$ cat config.mk
export PLATFORM = sky130hd
export DESIGN_NAME = ddr_gray_counter
export DESIGN_NICKNAME = d
export VERILOG_FILES = /design/src/rtl/ddr_gray_counter.sv
export SDC_FILE = /design/constraint.sdc
export NUM_CORES = 1
export LEC_CHECK = 0
export ABC_AREA = 1
export CAP_MARGIN = 20
export CORE_AREA = 10 10 57 59
export CTS_BUF_LIST = sky130_fd_sc_hd__clkbuf_4 sky130_fd_sc_hd__clkbuf_8 sky130_fd_sc_hd__clkbuf_16
export DETAILED_ROUTE_END_ITERATION = 8
export DIE_AREA = 0 0 67 69
export GPL_ROUTABILITY_DRIVEN = 1
export PLACE_DENSITY_LB_ADDON = 0.1
export SLEW_MARGIN = 0
export SYNTH_ARGS = -nofsm -noshare
export SYNTH_HDL_FRONTEND = slang
export SYNTH_SLANG_ARGS = --single-unit
export TNS_END_PERCENT = 10
$ cat constraint.sdc
create_clock -name clk -period 1.25 [get_ports clk]
set_input_delay 0.125 -clock clk [delete_from_list [all_inputs] [get_ports clk]]
set_output_delay 0.125 -clock clk [all_outputs]
set_load 0.01 [all_outputs]
$ cat src/rtl/ddr_gray_counter.sv
// Dual-edge Gray-code counter: rising and falling register banks muxed by clk level.
// Outputs change in the half-period after an active edge; no input-to-output combinational path.
`timescale 1ns/1ps
module ddr_gray_counter #(
  parameter int          WIDTH     = 4,
  parameter int          EDGE_MODE = 0,
  parameter int unsigned RST_VAL   = 0
) (
  input  logic             clk,
  input  logic             rst,
  input  logic             en,
  input  logic             load,
  input  logic [WIDTH-1:0] load_val,
  output logic [WIDTH-1:0] gray_out,
  output logic [WIDTH-1:0] bin_out,
  output logic             wrap
);

  localparam logic [WIDTH-1:0] RST_BIN = RST_VAL[WIDTH-1:0];
  localparam logic [WIDTH-1:0] ONE     = {{(WIDTH-1){1'b0}}, 1'b1};
  localparam logic [WIDTH-1:0] MAXV    = {WIDTH{1'b1}};

  logic [WIDTH-1:0] rise_bin_q, rise_bin_d;
  logic             rise_wrap_q, rise_wrap_d;
  logic [WIDTH-1:0] fall_bin_q, fall_bin_d;
  logic             fall_wrap_q, fall_wrap_d;
  logic             mux_sel;

  // Returns {wrap_next, bin_next} for a given currently-displayed count.
  function automatic logic [WIDTH:0] step_count(
    input logic [WIDTH-1:0] cur,
    input logic             ld,
    input logic             inc,
    input logic [WIDTH-1:0] ld_val
  );
    logic [WIDTH:0] res;
    res = {1'b0, cur};
    if (ld)
      res = {1'b0, ld_val};
    else if (inc)
      res = {(cur == MAXV), cur + ONE};
    return res;
  endfunction

  // Just before a posedge the display shows the falling bank (and vice versa),
  // so each bank steps from the other bank's value rather than the mux output.
  always_comb begin
    {rise_wrap_d, rise_bin_d} = {fall_wrap_q, fall_bin_q};
    {fall_wrap_d, fall_bin_d} = {rise_wrap_q, rise_bin_q};
    if (EDGE_MODE != 2)
      {rise_wrap_d, rise_bin_d} = step_count(fall_bin_q, load, en, load_val);
    if (EDGE_MODE != 1)
      {fall_wrap_d, fall_bin_d} = step_count(rise_bin_q, load, en, load_val);
  end

  always_ff @(posedge clk or posedge rst) begin
    if (rst) begin
      rise_bin_q  <= RST_BIN;
      rise_wrap_q <= 1'b0;
    end else begin
      rise_bin_q  <= rise_bin_d;
      rise_wrap_q <= rise_wrap_d;
    end
  end

  always_ff @(negedge clk or posedge rst) begin
    if (rst) begin
      fall_bin_q  <= RST_BIN;
      fall_wrap_q <= 1'b0;
    end else begin
      fall_bin_q  <= fall_bin_d;
      fall_wrap_q <= fall_wrap_d;
    end
  end

  // In silicon this select is clk through two buffers so it settles after the bank flops.
  assign mux_sel  = clk;
  assign bin_out  = mux_sel ? rise_bin_q  : fall_bin_q;
  assign wrap     = mux_sel ? rise_wrap_q : fall_wrap_q;
  assign gray_out = bin_out ^ (bin_out >> 1);

endmodule

==> results_dict.tcl, run 1 <==
set metrics [dict create \
    setup_slack_ns -1.00 \
    die-area_mm2 0.00462 \
    synth_xor_area_frac 0.0418 \
    arrival_ns 2.13 \
    fin_worst_skew_ns 0.0173 \
    grt_pass1_wl_um 3500 \
    vdd_drop_max_uv 1770 \
    io_pins 17 \
    initial_core_util 0.292 \
    drt-initial-drc-count 90 \
    num_vias 762 \
    slew_headroom 0.884 \
    antenna_found_initial 0 \
    grt_pass1_vias 972 \
    clock_power_share 0.807 \
    routed_wl_um 2230 \
    dp_worst_setup_slack_ns -0.870 \
    critPathRequiredTime_ns 1.12 \
    synth_cell_types 22 \
    pwr-share-seq 0.116 \
    nets 141 \
    p_total_uw 3260 \
    hold_viol 0 \
    final_util 0.584 \
    rows 17 \
    gp_congestion 0.723 \
    violations "negative setup slack" \
    synth.net_count 87 \
    drtPass1Iterations 4 \
    grt_overflow 0 \
    die_w_um 67 \
    clk_pin_slew_ns 0.07 \
    drv_cap 0 \
    yosysWarnings 0 \
    status "finished with violations" \
    track_usage 0.109 \
    end_kind "output port" \
    p_per_area_mw_per_mm2 2600 \
    path_class "reg -> out" \
    swShare 0.373 \
    synth_top_area_share 0.199 \
    synth_edf_count 0 \
    diodes 0 \
    syn_inst 77 \
    fp.dieH_um 69 \
    routedWlPerCell_um 13.7 \
    slew_violations 0 \
    yosys.area_share.simple 0.213 \
    tritoncts "yes" \
    synthAdderAreaFrac 0.0398 \
    async_reset_ff_frac 1.00 \
    viasPerCell 4.67 \
    hp-class "in -> async" \
    portBuffers 16 \
    drcViolationCount 0 \
    coreArea_mm2 0.00215 \
    p_switching_uw 1210 \
    grt_max_degree 12 \
    power.internal_uw 2040 \
    synth_area_um2 628 \
    synth-compound-area-share 0.175 \
    postCtsHoldBufs 0 \
    ant_nets 0 \
    worstPathMaxFanout 2 \
    p_comb_frac 0.077 \
    setup_viol 27 \
    synth.area.mux_share 0.0179 \
    synth_flop_cell "dfrtp_1" \
    yosys.area.top_type "dfrtn_1" \
    startpoint_type "flop" \
    synth_top_family_by_area "simple AND/OR/NAND/NOR gates" \
    dp_hpwl_um 1310 \
    worstSkewPairLatency_ns 0.39 \
    synthTopCellsByArea "dfrtn_1 (20%), dfrtp_1 (20%), nand2_1 (11%)" \
    final_common_cell "buf_4" \
    cellLeakagePower_uw 0.000620 \
    synth_seq_cells 10 \
    tightest_slew_ns 0.174 \
    syn_avg_cell_area_um2 8.16 \
    rsz0062_at_grt "yes" \
    ys_seq_area_frac 0.398 \
    layout-drive-gt1-share 0.556 \
    area_delta_synth_final_pct 99.8 \
    layout_common_cells "buf_4 (25), nand2_1 (19), buf_6 (9), clkbuf_4 (8), clkdlybuf4s50_1 (7)" \
]
critical path, cell delays in order, from the launching register on:
cell and delay (ns):
dfrtn_1 0.42, inv_2 0.06, o21ai_2 0.19, buf_4 0.15, xor2_1 0.14, buf_2 0.15
registers in the layout, summed over array words and instances, names as in the netlist:
name	cells
fall_bin_q	4
rise_bin_q	4
fall_wrap_q	1
rise_wrap_q	1
metrics by stage:
step                hold slack, ns  setup TNS [ns]  instance area [µm²]  std cells
floorplan                  -0.0349           -4.98                  653         77
finish                      0.0337          -11.33                 1250        163
detailed placement           0.434          -11.34                  953        135
CTS                         0.0273          -11.52                 1220        162
global route                0.0816          -12.89                 1250        163
global placement             0.434          -11.03                  953        135
power groups by stage:
stage	Combinational, µW	Sequential (µW)	Clock [µW]
final	250	379	2630
after global routing	281	383	2880
after floorplan	92.8	381	842
after detailed placement	214	381	1070
after global placement	211	380	1070
after CTS	245	378	2520
layout make-up:
type,instances,area (µm²)
Clock inverter,4,43.8
Multi-Input combinational cell,53,375
Sequential cell,10,250
Timing Repair Buffer,27,236
Fill cell,187,893
Tap cell,28,35.0
Clock buffer,31,275
Inverter,10,38.8
Yosys cell counts, types with 3 or more instances:
master / count
dfrtp_1: 5
o21ai_0: 3
buf_4: 3
nor2_1: 4
nand2_1: 19
nand3_1: 5
o21ai_1: 4
inv_1: 8
xor2_1: 3
dfrtn_1: 5
worst paths after layout:
| check | startpoint | end | slack [ns] | cells past startpoint |
|---|---|---|---|---|
| worst max register to register | fall_bin_q[0] | rise_bin_q[1] | -0.49 | 4 |
| worst min-delay path | rst | rise_bin_q[3] | 0.03 | 3 |
| worst min register to register | rise_bin_q[3] | fall_bin_q[3] | 1.14 | 3 |
| worst max-delay path | fall_bin_q[3] | gray_out[2] | -1.00 | 5 |
| max in group asynchronous | rst | fall_bin_q[0] | 0.58 | 3 |
| min in group clk | load_val[0] | rise_bin_q[0] | 0.30 | 3 |
cell families (layout without fill, tap and decap cells):
logic type | after synthesis | in the layout
compound gates | 15 | 15
xor+xnor | 3 | 3
fa+ha+maj | 2 | 2
buf+inv | 14 | 72
flops | 10 | 10
mux | 1 | 1
simple gates | 32 | 32
layer usage:
metal  wire length [µm]  track usage  vias up
li1                   -            -      357
met1                832       0.0849      341
met5                  0       0.0250        -
met4                148        0.154        0
met2                959        0.111       42
met3                292        0.127       22
timing repair:
item | 4_1_cts | 5_1_grt
resized for setup | 52 | 15
setup buffers | 3 | 4
setup endpoints to repair | 27 | 27
cloned | 0 | 0
pin swaps | 8 | 2
No activity file was read; power rests on OpenSTA's default activity.
==> run 2, diff against run 1 <==
GPL_ROUTABILITY_DRIVEN = 0   (was 1)
PLACE_DENSITY_LB_ADDON = unset   (was 0.1)
==> run 2 against run 1 <==
The flow still finishes with violations (negative setup slack). Routed wire length grew 1.2%. Via count up 1.7%. Register-to-register slack hardly changed. Combinational power grew 6%. Final cell count increased by 1.2%. Global-route usage up 0.92 points. Worst setup slack better by 0.040 ns. Highest routed layer unchanged. Clock skew increased by 0.0030 ns. Utilization grew 0.87 points. Clock power is essentially flat. Die area stayed put.
==> results_dict.tcl, run 2 (synthesis results as in run 1) <==
set metrics [dict create \
    status "finished with violations" \
    violations "negative setup slack" \
    routedWlPerCell_um 13.7 \
    layout_common_cells "buf_4 (25), nand2_1 (19), clkbuf_4 (11), buf_6 (9), clkdlybuf4s50_1 (7)" \
    tritoncts "yes" \
    drt-initial-drc-count 41 \
    gr-usage-met1 0.0716 \
    pwr-share-seq 0.116 \
    rsz0062_at_grt "yes" \
    slew_headroom 0.794 \
    clock_power_share 0.803 \
    end_kind "output port" \
    placed_area_um2 956 \
    track_usage 0.118 \
    final_area_mm2 0.00127 \
    routed_wl_um 2260 \
    portBuffers 16 \
    seqCellArea_um2 250 \
    startpoint_type "flop" \
    worstPathMaxFanout 2 \
    swShare 0.362 \
    drv_cap 0 \
    grt_pass1_wl_um 3640 \
    layout-drive-gt1-share 0.569 \
    power.internal_uw 2080 \
    top_regs "fall_bin_q (4), rise_bin_q (4)" \
    diodes 0 \
    p_comb_frac 0.081 \
    die-area_mm2 0.00462 \
    arrival_ns 2.09 \
    io_pins 17 \
    grt_pass1_vias 927 \
    area_delta_synth_final_pct 103 \
    p_switching_uw 1180 \
    slew_violations 0 \
    multiInputGateArea_um2 377 \
    ant_nets 0 \
    critPathRequiredTime_ns 1.12 \
    use_met2 0.119 \
    fillers 181 \
    nets 143 \
    worstSkewPairLatency_ns 0.40 \
    num_vias 775 \
    p_total_uw 3250 \
    fp.dieH_um 69 \
    hold_ws_ns 0.234 \
    vdd_drop_max_uv 1320 \
    rows 17 \
    setup_viol 27 \
    dp_hpwl_um 1290 \
    cellLeakagePower_uw 0.000629 \
    tns_ns -10.96 \
    final_common_cell "buf_4" \
    antenna_found_initial 0 \
    grt_overflow 0 \
    coreArea_mm2 0.00215 \
    hold_viol 0 \
    initial_core_util 0.292 \
    fin_worst_skew_ns 0.0203 \
    drtPass1Iterations 4 \
    tightest_slew_ns 0.308 \
    drcViolationCount 0 \
    grt_max_degree 9 \
    busiest_layer "met4" \
    hp-class "in -> async" \
    viasPerCell 4.70 \
    p_per_area_mw_per_mm2 2550 \
    clk_pin_slew_ns 0.07 \
    grt_use_met3 0.159 \
    setup_slack_ns -0.961 \
    path_class "reg -> out" \
    die_w_um 67 \
    dp_worst_setup_slack_ns -0.867 \
]
-- run 2: final timing paths --
check / start / depth (start not counted) / endpoint / slack, ns
max in group asynchronous: rst / 3 / rise_bin_q[2] / 0.48
min: rst / 3 / rise_bin_q[1] / 0.23
max reg2reg: fall_bin_q[1] / 4 / rise_bin_q[1] / -0.49
max: fall_bin_q[0] / 5 / gray_out[0] / -0.96
min reg2reg: rise_bin_q[2] / 2 / fall_bin_q[2] / 1.14
min in group clk: load_val[2] / 3 / rise_bin_q[2] / 0.32
-- run 2: final cells by class --
type	count	share of cell area
inverter	10	0.0305
sequential	10	0.196
tap	28	0.0275
multi-input combinational	53	0.296
clock inverter	3	0.0305
timing repair buffer	31	0.201
clock buffer	30	0.218
-- run 2: per-layer routing --
| metal | wire (µm) | vias to the layer above |
|---|---|---|
| met5 | 0 | - |
| met4 | 89 | 0 |
| met3 | 284 | 14 |
| met2 | 1090 | 39 |
| met1 | 792 | 360 |
| li1 | - | 362 |
-- run 2: through the flow --
| step | util | std cells |
|---|---|---|
| 3_3_place_gp | 0.445 | 137 |
| 2_1_floorplan | - | 77 |
| 6_report | 0.593 | 165 |
| 4_1_cts | 0.575 | 164 |
| 3_5_place_dp | 0.445 | 137 |
| 5_1_grt | 0.593 | 165 |
-- run 2: critical path, cell delays in order, from the launching register on --
cell      delay [ns]
dfrtn_1         0.42
inv_2           0.06
o21ai_4         0.16
clkbuf_8        0.16
xor2_2          0.12
buf_2           0.14
-- run 2: power groups by stage --
stage / clock network, µW / registers, µW / logic, µW
3_3_place_gp: 1070 / 378 / 210
5_1_grt: 2810 / 380 / 288
2_1_floorplan: 842 / 381 / 92.8
4_1_cts: 2560 / 376 / 250
3_5_place_dp: 1070 / 379 / 215
6_report: 2610 / 377 / 264
-- run 2: repair_timing --
item,in CTS,in global routing
setup endpoints to repair,27,27
pin swaps,7,3
resized for setup,52,17
setup buffers,2,1
endpoints found under the hold margin,1,0
hold buffers,1,0
